## src/rtl/lif_neuron_array.sv

```systemverilog
// rtl/lif_neuron_array.sv - array of leaky integrate-and-fire neurons with shared threshold and spike counter
module lif_neuron_array #(
    parameter int N_CH       = 4,
    parameter int W          = 8,
    parameter int REFRAC     = 3,
    parameter int LEAK_SHIFT = 1,
    parameter int SPK_W      = 16
) (
    input  logic                clk,
    input  logic                reset,
    input  logic                step,
    input  logic                leak_en,
    input  logic [W-1:0]        thresh,
    input  logic [N_CH*W-1:0]   I_syn,
    output logic [N_CH*W-1:0]   V_mem,
    output logic [N_CH-1:0]     spike,
    output logic [N_CH-1:0]     refractory,
    output logic [SPK_W-1:0]    spike_total
);

    localparam int RC_W = $clog2(REFRAC + 1);

    typedef enum logic {
        ACTIVE     = 1'b0,
        REFRACTORY = 1'b1
    } state_t;

    state_t          state [N_CH];
    logic [RC_W-1:0] rc    [N_CH];
    logic [W-1:0]    v     [N_CH];

    logic [W-1:0]    leak  [N_CH];
    logic [W:0]      sum   [N_CH];
    logic [W-1:0]    sat   [N_CH];
    logic [N_CH-1:0] fire;
    logic [SPK_W-1:0] fire_cnt;

    // v - leak never underflows, so only the top carry needs saturating
    always_comb begin
        fire_cnt = '0;
        fire     = '0;
        for (int c = 0; c < N_CH; c++) begin
            leak[c] = leak_en ? (v[c] >> LEAK_SHIFT) : '0;
            sum[c]  = {1'b0, v[c]} - {1'b0, leak[c]} + {1'b0, I_syn[c*W +: W]};
            sat[c]  = sum[c][W] ? {W{1'b1}} : sum[c][W-1:0];
            fire[c] = step && (state[c] == ACTIVE) && (thresh != '0) && (sat[c] >= thresh);
            fire_cnt = fire_cnt + SPK_W'(fire[c]);
        end
    end

    always_comb begin
        V_mem      = '0;
        refractory = '0;
        for (int c = 0; c < N_CH; c++) begin
            V_mem[c*W +: W] = v[c];
            refractory[c]   = (state[c] == REFRACTORY);
        end
    end

    always_ff @(posedge clk) begin
        if (reset) begin
            spike       <= '0;
            spike_total <= '0;
            for (int c = 0; c < N_CH; c++) begin
                state[c] <= ACTIVE;
                rc[c]    <= '0;
                v[c]     <= '0;
            end
        end else begin
            spike       <= fire;
            spike_total <= spike_total + fire_cnt;
            for (int c = 0; c < N_CH; c++) begin
                if (step) begin
                    case (state[c])
                        ACTIVE: begin
                            if (fire[c]) begin
                                v[c]     <= '0;
                                rc[c]    <= RC_W'(REFRAC);
                                state[c] <= REFRACTORY;
                            end else begin
                                v[c] <= sat[c];
                            end
                        end
                        REFRACTORY: begin
                            v[c]  <= '0;
                            rc[c] <= rc[c] - RC_W'(1);
                            if (rc[c] == RC_W'(1)) begin
                                state[c] <= ACTIVE;
                            end
                        end
                        default: state[c] <= ACTIVE;
                    endcase
                end
            end
        end
    end

endmodule

```

## config.mk

```make
export PLATFORM = sky130hd
export DESIGN_NAME = lif_neuron_array
export DESIGN_NICKNAME = d
export VERILOG_FILES = /design/src/rtl/lif_neuron_array.sv
export SDC_FILE = /design/constraint.sdc
export NUM_CORES = 1
export LEC_CHECK = 0
export ABC_CLOCK_PERIOD_IN_PS = 10300
export CORE_MARGIN = 8
export CORE_UTILIZATION = 53
export CTS_CLUSTER_DIAMETER = 200
export DETAILED_ROUTE_END_ITERATION = 6
export HOLD_SLACK_MARGIN = 0.06
export PLACE_DENSITY = 0.75
export SLEW_MARGIN = 20
export SYNTH_ARGS = -nofsm -noshare
export SYNTH_HDL_FRONTEND = slang
export SYNTH_SLANG_ARGS = --single-unit
```

## constraint.sdc

```tcl
create_clock -name clk -period 10.3 [get_ports clk]
set_input_delay 1.03 -clock clk [delete_from_list [all_inputs] [get_ports clk]]
set_output_delay 1.03 -clock clk [all_outputs]
set_load 0.01 [all_outputs]
```

# Word level (Yosys, flattened, before mapping)
# Memories as Yosys holds them, arrays and structs flattened.
# Index checks and enable logic that the tools add are counted.
classes:
  addsub: 16
  n_lt_le_gt_ge: 4
  eq_ne: 4
  n_mux: 114
  bitwise_logic: 32
  reduce_logical: 13
ops:
  columns: ["cell", "n"]
  rows:
  - ["2-to-1 mux 8 bit", 16]
  - ["2-to-1 mux 1 bit", 86]
  - ["adder 9 x 8 -> 9 bit", 4]
  - ["subtractor 8 x 7 -> 9 bit", 4]
  - [">= comparator 8 bit", 4]
  - ["2-to-1 mux 7 bit", 4]
  - ["bitwise OR 1 bit", 28]
  - ["adder 16 x 4 -> 16 bit", 1]
  - ["2-to-1 mux 2 bit", 8]
  - ["logical AND 1 bit", 12]
  - ["equality test 2 x 1 -> 1 bit (second input constant)", 4]
  - ["nonzero test 8 bit", 1]
  - ["subtractor 2 x 1 -> 2 bit (second input constant)", 4]
  - ["adder 3 x 1 -> 4 bit", 1]
  - ["NOT 1 bit", 4]
  - ["adder 2 x 1 -> 3 bit", 1]
  - ["adder 1 x 1 -> 2 bit", 1]
totals:
  ff_bits: 20
  mem_bits_rw: 44
  output_inout_bits: 56
  n_memories: 3
mem_list:
  columns: ["name", "depth", "word_bits", "read_ports", "rd_ports_with_merged_regs", "wr", "line", "text"]
  rows:
  - ["v", 4, 8, 4, 0, 4, "30", "logic [W-1:0] v [N_CH];"]
  - ["rc", 4, 2, 4, 0, 4, "29", "logic [RC_W-1:0] rc [N_CH];"]
  - ["state", 4, 1, 4, 0, 4, "28", "state_t state [N_CH];"]

# Depth between registers and ports, before layout
# Gate-level depths: netlist (run 1).
# An unclocked memory read counts as a cell.
logic_depth:
  word_depth: 15
  ltp_mapped: 25
  ltp_nobuf: 24

# Worst setup path before layout (run 1)
# Ideal clock, no wire load.
synth_path:
  path_kind: "input port to flip-flop"
  from: "input port leak_en"
  to: "register spike_total[8]"
  arrival_ns: 6.600
  t_required_ns: 10.172
  setup_slack_ns: 3.572
  stages: 22
  path_buffers: 2
  cell_sequence: "clkbuf_1 > and2_1 > fa_1 > inv_1 > fa_1 > a21oi_1 > o22ai_2 > a311o_1 > buf_6 > or2_1 > ha_1 > nor2_1 > o311a_1 > or2_1 > or3_1 > fa_1 > fa_1 > fa_1 > nor3b_1 > nand4_1 > xor2_1 > nor2_1"
synth_rtl:
  columns: ["element", "line", "text"]
  rows:
  - ["start, declared", "12", "input logic leak_en,"]
  - ["end signal, assigned", "71", "spike_total <= spike_total + fire_cnt;"]
  - ["end, declared", "18", "output logic [SPK_W-1:0] spike_total"]

==> results of run 1 <==
## cells in the mapped netlist, types with 7 or more instances
cell type                  number
sky130_fd_sc_hd__o21ai_0       25
sky130_fd_sc_hd__clkbuf_1       7
sky130_fd_sc_hd__nor2b_1       10
sky130_fd_sc_hd__and2_1        32
sky130_fd_sc_hd__xnor2_1       14
sky130_fd_sc_hd__or2_1         13
sky130_fd_sc_hd__edfxtp_1      44
sky130_fd_sc_hd__a21o_1        14
sky130_fd_sc_hd__nor4_1         7
sky130_fd_sc_hd__ha_1          77
sky130_fd_sc_hd__nor2_1        39
sky130_fd_sc_hd__a211oi_1       7
sky130_fd_sc_hd__o21bai_1       8
sky130_fd_sc_hd__or3_1          7
sky130_fd_sc_hd__nor3_1        17
sky130_fd_sc_hd__o21a_1        15
sky130_fd_sc_hd__a21oi_1       43
sky130_fd_sc_hd__dfxtp_1       20
sky130_fd_sc_hd__inv_1        148
sky130_fd_sc_hd__fa_1          31
sky130_fd_sc_hd__nand2_1       40
sky130_fd_sc_hd__xor2_1        21
## registers in the layout, summed over array words and instances, names as in the netlist
signal and flops:
rc 8, spike 4, spike_total 16, state 4, v 32
## through the flow
stage / worst slack, ps / hold WS [ps] / utilization / area, µm²
floorplan: 3570 / 523 / - / 6310
global placement: 2220 / 507 / 0.625 / 7390
detailed placement: 1890 / 528 / 0.625 / 7390
CTS: 2200 / 539 / 0.652 / 7700
global route: 1820 / 585 / 0.652 / 7700
finish: 2250 / 533 / 0.652 / 7700
## worst register-to-register path, delay by kind of cell (launching register included)
kind,cells,cell delay [ps]
XOR/XNOR,1,180
AND/OR/NAND/NOR,8,2000
flip-flops,1,420
adder cells (fa/ha/maj),6,2580
AO/OA/AOI/OAI,4,1300
buffers and inverters,1,80
## worst max-delay path by stage
| stage | slack (ps) | depth (start not counted) | from | end |
|---|---|---|---|---|
| after global placement | 2220 | 21 | leak_en | spike_total[12] |
| final | 2250 | 21 | leak_en | spike_total[12] |
| after floorplan | 3570 | 22 | leak_en | spike_total[8] |
| after detailed placement | 1890 | 21 | leak_en | spike_total[12] |
| after CTS | 2200 | 21 | leak_en | spike_total[12] |
| after global routing | 1820 | 23 | leak_en | spike_total[12] |
## cell families after synthesis
logic type      Yosys count  share of synthesized area
simple gates            195                      0.162
fa+ha+maj               108                      0.251
xor+xnor                 36                     0.0512
flops                    64                      0.273
compound gates          150                      0.159
buf+inv                 168                      0.105
## power groups by stage
stage	sequential [mW]	clock [mW]	combinational (mW)
finish	0.446	0.312	1.81
global route	0.459	0.324	2.06
CTS	0.447	0.314	1.81
detailed placement	0.451	0	1.79
global placement	0.448	0	1.71
floorplan	0.450	0	1.34
## metal layers
metal,track usage,wire [µm],vias to the layer above
met2,0.337,7240,82
li1,-,-,2591
met3,0.0429,674,10
met4,0.0344,116,0
met5,0,0,-
met1,0.218,6250,2411
## area by class of cell
class | instances | area [µm²]
Tap cell | 147 | 184
Inverter | 148 | 556
Clock buffer | 13 | 293
Multi-Input combinational cell | 489 | 3930
Fill cell | 1016 | 4120
Clock inverter | 3 | 17.5
Timing Repair Buffer | 100 | 998
Sequential cell | 64 | 1720
==> flow_summary.rst, run 1 <==
.. list-table::
   :header-rows: 1

   * - Metric
     - Value
   * - Outcome
     - finished, final reports clean
   * - Clock Skew
     - 6.64 ps
   * - Total via count in the routed design
     - around 5000
   * - Number of maximum-capacitance violations
     - 0
   * - Minimum clock period
     - 8050 ps
   * - Die outline area
     - about 16000 µm²
   * - Reg-to-reg critical path startpoint
     - v[2][2]
   * - Effective utilization at floorplan
     - 0.534
   * - Post-synth EDFFs
     - 44
   * - Maximum fanout encountered on the critical timing path
     - 28
   * - Stage delay of the slowest cell on the critical path
     - around 880 ps
   * - Clock transition at path regs
     - about 50 ps
   * - Area of the core
     - 11800 µm²
   * - Clock group share of total power
     - 0.121
   * - Buffers and inverters on the worst path
     - 2
   * - Internal portion of total power
     - 1.37 mW
   * - Data arrival time of the critical path
     - ~8200 ps
   * - Syn Area/Cell
     - 8.75 µm²
   * - Switching power
     - approximately 1.2 mW
   * - Post-synth top flop
     - sky130_fd_sc_hd__edfxtp_1
   * - GRT Total Usage
     - 0.185
   * - Buffers from clock root to sink, at most
     - 2
   * - Hold WC Path Type
     - flop to flop
   * - Top delay family on crit path
     - adder cells
   * - Die Width
     - 125 µm
   * - Count of cells along the worst register-to-register path
     - 20
   * - Number of register bits inferred by synthesis
     - 64
   * - Overall Power
     - 2.57 mW
   * - Vias per std cell
     - 5.28
   * - Commonest cells after routing, fill and taps aside
     - sky130_fd_sc_hd__inv_1, sky130_fd_sc_hd__clkdlybuf4s50_1, sky130_fd_sc_hd__ha_1
   * - Total grt overflow
     - 0
   * - CTS tree
     - yes
   * - Number of antenna repair diodes
     - 0
   * - Remaining routing DRC violations
     - 0
   * - Number of cells upsized or downsized after cts
     - 0
   * - Sink of the worst hold path
     - spike_total[4]
   * - Switching fraction of total power
     - 0.466
   * - Portion of total power attributed to sequential cells
     - 0.174
   * - Cell breakdown of the critical path
     - clkdlybuf4s50_1 > and2_1 > fa_1 > inv_1 > fa_1 > a21oi_1 > o22ai_2 > a311o_1 > or2_1 > ha_1 > nand4_1 > o311a_1 > or2_1 > or3_1 > fa_1 > fa_1 > fa_1 > nor3b_1 > nand4_1 > xor2_1 > nor2_1
   * - Number of antenna violations at the first check in global routing
     - 0
   * - Number of synthesis warnings
     - 0
   * - Category of the worst setup path capture point
     - flop
   * - Port Buffer Count
     - between 90 and 100
   * - Top-Level Pins
     - 100
   * - Final wirelength
     - 14300 µm
   * - Vertical die dimension
     - roughly 130 µm
   * - Worst slew margin relative to its limit
     - 0.359
   * - CTS Root Cell
     - sky130_fd_sc_hd__clkbuf_16
   * - Crit Reg-Reg Endpoint
     - spike_total[12]
   * - Final count of negative-setup-slack endpoints
     - 0
   * - Hold-fix buffers at CTS
     - 0
   * - Number of H-tree levels
     - 3
   * - Cell type with the highest aggregate area in the netlist
     - sky130_fd_sc_hd__edfxtp_1
   * - Pin count of the biggest net entering global routing
     - 29
   * - Critical-path top delay cell
     - sky130_fd_sc_hd__clkdlybuf4s50_1
   * - Crit share post-route
     - 0.782
   * - Worst slew pin tran
     - about 960 ps
   * - Residual antenna-violating net count after detailed routing
     - 0
   * - Post-CTS Setup Bufs
     - 0
   * - Sink count of the clock tree
     - 64
   * - Top-area cell type share of the netlist area
     - 0.209
   * - Async S/R FF share, synth
     - 0
   * - Comb power frac
     - 0.705
   * - RSZ-0062 raised after global routing
     - false
   * - CP Data Required Time
     - between 10000 and 15000 ps
   * - Crit Path Class
     - primary input to flop
   * - DRT Pass-1 Iters
     - 5
   * - Most common cell after layout, fill and taps aside
     - sky130_fd_sc_hd__inv_1
   * - Synthesized area
     - about 6300 µm²
   * - Cell seen most often among critical-path stages
     - sky130_fd_sc_hd__fa_1
   * - Final setup TNS
     - 0 ps
   * - Max Clock Freq
     - 0.124 GHz
   * - Net Count, Synth
     - about 870
   * - Final cell count without fillers
     - roughly 960
   * - Wire per inst
     - 14.8 µm
   * - Peak VDD IR
     - between 0.1 and 0.15 mV
   * - Total count of hold-check failures in the final report
     - 0
   * - Power density relative to cell area
     - about 330 nW/µm²
   * - Slack of the worst reg-to-reg path
     - 3600 ps
   * - Post-synthesis sequential area ratio
     - 0.273
   * - Total count of max-transition violations in the final report
     - 0
   * - Count of standard-cell rows
     - 40
   * - Total number of nets in the final design
     - around 960
   * - Synth cell types
     - 54
   * - Number of stages on the worst hold path
     - 2
   * - Share of post-route cells with drive strength above 1
     - 0.0441
   * - Synth area leaders
     - sky130_fd_sc_hd__edfxtp_1, sky130_fd_sc_hd__ha_1, sky130_fd_sc_hd__fa_1, sky130_fd_sc_hd__inv_1, sky130_fd_sc_hd__dfxtp_1
   * - Worst setup SP type
     - primary input
   * - Static Leak
     - between 3 and 4 nW
   * - Cell count after synthesis
     - 721
   * - First-pass GRT wire length
     - between 20000 and 25000 µm
   * - Global placement routability congestion
     - 0.860
   * - Min-delay src
     - spike_total[4]
   * - Layout-stage area growth over the synthesis result
     - 22.0%
   * - Detailed Place HPWL
     - ~11000 µm
   * - Cell Count Post-Placement
     - roughly 950
   * - Source-to-sink clock delay at the later pin of the worst-skew pair
     - 330 ps
   * - Vias in the first global route
     - 5416
   * - Number of DRC markers after the initial detailed-route iteration
     - 230
   * - TritonCTS Buffers
     - 9
Note: power is estimated with default switching activity, not from simulation.
==> run 2: changes to the inputs <==
--- a/config.mk
+++ b/config.mk
@@ -5,13 +5,13 @@
 export SDC_FILE = /design/constraint.sdc
 export NUM_CORES = 1
 export LEC_CHECK = 0
-export ABC_CLOCK_PERIOD_IN_PS = 10300
+export ABC_CLOCK_PERIOD_IN_PS = 6500
 export CORE_MARGIN = 8
-export CORE_UTILIZATION = 53
+export CORE_UTILIZATION = 50
 export CTS_CLUSTER_DIAMETER = 200
 export DETAILED_ROUTE_END_ITERATION = 6
 export HOLD_SLACK_MARGIN = 0.06
-export PLACE_DENSITY = 0.75
+export PLACE_DENSITY = 0.74
 export SLEW_MARGIN = 20
 export SYNTH_ARGS = -nofsm -noshare
 export SYNTH_HDL_FRONTEND = slang
==> constraint.sdc (replaced) <==
create_clock -name clk -period 6.5 [get_ports clk]
set_input_delay 0.65 -clock clk [delete_from_list [all_inputs] [get_ports clk]]
set_output_delay 0.65 -clock clk [all_outputs]
set_load 0.01 [all_outputs]
==> flow_summary.rst, run 2 (synthesized netlist as in run 1, its figures left out) <==
.. list-table::
   :header-rows: 1

   * - Metric
     - Value
   * - Maximum fanout encountered on the critical timing path
     - 8
   * - Die Width
     - ~130 µm
   * - Count of fill cells added during filler insertion
     - 1086
   * - Register ranked first by flip-flop count
     - v
   * - Critical-path top delay cell
     - sky130_fd_sc_hd__fa_1
   * - Effective utilization at floorplan
     - 0.506
   * - Layout-stage area growth over the synthesis result
     - 27.7%
   * - Count of standard-cell rows
     - just over 40
   * - Minimum clock period
     - roughly 6200 ps
   * - Number of antenna repair diodes
     - 0
   * - Source-to-sink clock delay at the later pin of the worst-skew pair
     - 330 ps
   * - Total count of max-transition violations in the final report
     - 0
   * - Total grt overflow
     - 0
   * - Most common cell after layout, fill and taps aside
     - sky130_fd_sc_hd__inv_1
   * - Hold WC Path Type
     - flop to flop
   * - Global placement routability congestion
     - 0.882
   * - Residual antenna-violating net count after detailed routing
     - 0
   * - Clock Skew
     - just under 8 ps
   * - Cell breakdown of the critical path
     - clkdlybuf4s50_1 > inv_1 > fa_1 > inv_1 > fa_1 > a21oi_2 > o22ai_2 > a311o_2 > or2_1 > ha_1 > nand4_1 > o311a_1 > or2_1 > or3_1 > fa_1 > fa_2 > fa_2 > nor3b_2 > buf_4 > nand4_1 > xor2_1 > nor2_1
   * - Clock transition at path regs
     - around 50 ps
   * - Remaining routing DRC violations
     - 0
   * - Data arrival time of the critical path
     - approximately 6400 ps
   * - Outcome
     - finished, final reports clean
   * - Port Buffer Count
     - between 90 and 100
   * - Vias in the first global route
     - ~5400
   * - Vertical die dimension
     - ~130 µm
   * - TritonCTS Buffers
     - 9
   * - First-pass GRT wire length
     - 24700 µm
   * - CTS Root Cell
     - sky130_fd_sc_hd__clkbuf_16
   * - Hold-fix buffers at CTS
     - 0
   * - GRT Total Usage
     - 0.183
   * - Wire per inst
     - ~14 µm
   * - Top-Level Pins
     - 100
   * - Peak VDD IR
     - between 0.2 and 0.25 mV
   * - Worst slew pin tran
     - between 1000 and 1500 ps
   * - Largest registers ranked by flip-flop count
     - v x32, spike_total x16, rc x8
   * - Cell seen most often among critical-path stages
     - sky130_fd_sc_hd__fa_1
   * - Max Clock Freq
     - 0.162 GHz
   * - Total via count in the routed design
     - between 5000 and 6000
   * - Overall Power
     - between 4 and 5 mW
   * - Worst slew margin relative to its limit
     - 0.314
   * - Post-route setup slack
     - ~310 ps
   * - Crit Path Class
     - primary input to flop
   * - Number of DRC markers after the initial detailed-route iteration
     - 232
   * - CP Data Required Time
     - roughly 6700 ps
   * - Tightest hold margin
     - around 530 ps
   * - Number of H-tree levels
     - 3
   * - Number of antenna violations at the first check in global routing
     - 0
   * - Buffers from clock root to sink, at most
     - 2
   * - Final count of negative-setup-slack endpoints
     - 0
   * - Area used by multi-input combinational logic
     - between 3000 and 4000 µm²
   * - Final wirelength
     - about 15000 µm
   * - Detailed Place HPWL
     - ~12000 µm
   * - Pin count of the biggest net entering global routing
     - 28
   * - Crit share post-route
     - 0.952
   * - Share of post-route cells with drive strength above 1
     - 0.0957
   * - CTS tree
     - yes
   * - Static Leak
     - about 3.7 nW
   * - DRT Pass-1 Iters
     - 5
   * - Die outline area
     - approximately 16000 µm²
   * - Total count of hold-check failures in the final report
     - 0
   * - Power density relative to cell area
     - 551 nW/µm²
   * - Storage cell area
     - 1720 µm²
   * - Commonest cells after routing, fill and taps aside
     - sky130_fd_sc_hd__inv_1, sky130_fd_sc_hd__clkdlybuf4s50_1, sky130_fd_sc_hd__ha_1
   * - RSZ-0062 raised after global routing
     - false
   * - Area of the core
     - ~12000 µm²
   * - Total number of nets in the final design
     - 1004
   * - Final setup TNS
     - 0 ps
   * - Setup WS pre-CTS
     - -305 ps
   * - Number of maximum-capacitance violations
     - 0
   * - Vias per std cell
     - 5.19
   * - Sink count of the clock tree
     - 64
   * - Category of the worst setup path capture point
     - flop
   * - Worst setup SP type
     - primary input
   * - Largest register FFs
     - 32
   * - Stage delay of the slowest cell on the critical path
     - between 500 and 600 ps
## run 2: cell count changes in the layout (fill, tap and decap cells not counted), sizes merged
cell / delta
buf: +40
inv: -2
clkbuf: +2
dlymetal6s2s: +1
clkdlybuf4s50: -1
## run 2: area by class of cell
type | instances | share of cell area
inverters | 148 | 0.0690
multi-input cells | 489 | 0.490
clock inverters | 1 | 0.000621
well taps | 172 | 0.0267
flip-flops and latches | 64 | 0.214
repair buffers | 140 | 0.162
clock buffers | 15 | 0.0384
## run 2: stage by stage
step                std cells   util  area [µm²]
floorplan                 721      -        6310
global placement         1011  0.618        7700
detailed placement       1011  0.618        7700
CTS                      1027  0.643        8020
global route             1029  0.646        8060
finish                   1029  0.646        8060
## run 2: worst max-delay path, delay by kind of cell
| kind | cells | cell delay [ps] |
|---|---|---|
| adders and majority gates | 6 | 2480 |
| buffers and inverters | 4 | 730 |
| and+or+nand+nor | 7 | 1240 |
| xor gates and xnor gates | 1 | 160 |
| AOI/OAI and AO/OA | 4 | 1110 |
## run 2: worst paths after layout
path / start / to / slack, ps / depth (start not counted)
max reg2reg: v[2][2] / spike_total[12] / 580 / 21
max: I_syn[17] / spike_total[12] / 310 / 22
min: spike_total[4] / spike_total[4] / 530 / 2
min reg2reg: spike_total[4] / spike_total[4] / 530 / 2
## run 2: per-layer routing
layer / routed length, µm / part of all wire / global-route usage / up-vias
li1: - / - / - / 2665
met1: 6230 / 0.42 / 0.212 / 2539
met2: 7340 / 0.50 / 0.325 / 110
met3: 933 / 0.063 / 0.0487 / 22
met5: 0 / 0 / 0 / -
met4: 232 / 0.016 / 0.0503 / 0
## run 2: power by group
group          switching, mW  internal (mW)  total (mW)  leakage (nW)
combinational           1.69           1.54        3.23          2.87
clock                  0.180          0.323       0.503         0.157
sequential             0.101          0.606       0.707         0.645
total                   1.97           2.47        4.44          3.67
## run 2: timing repair
item / in CTS / in global routing
endpoints found under the setup margin: 0 / 11
resized for setup: 0 / 7
setup buffers: 0 / 2
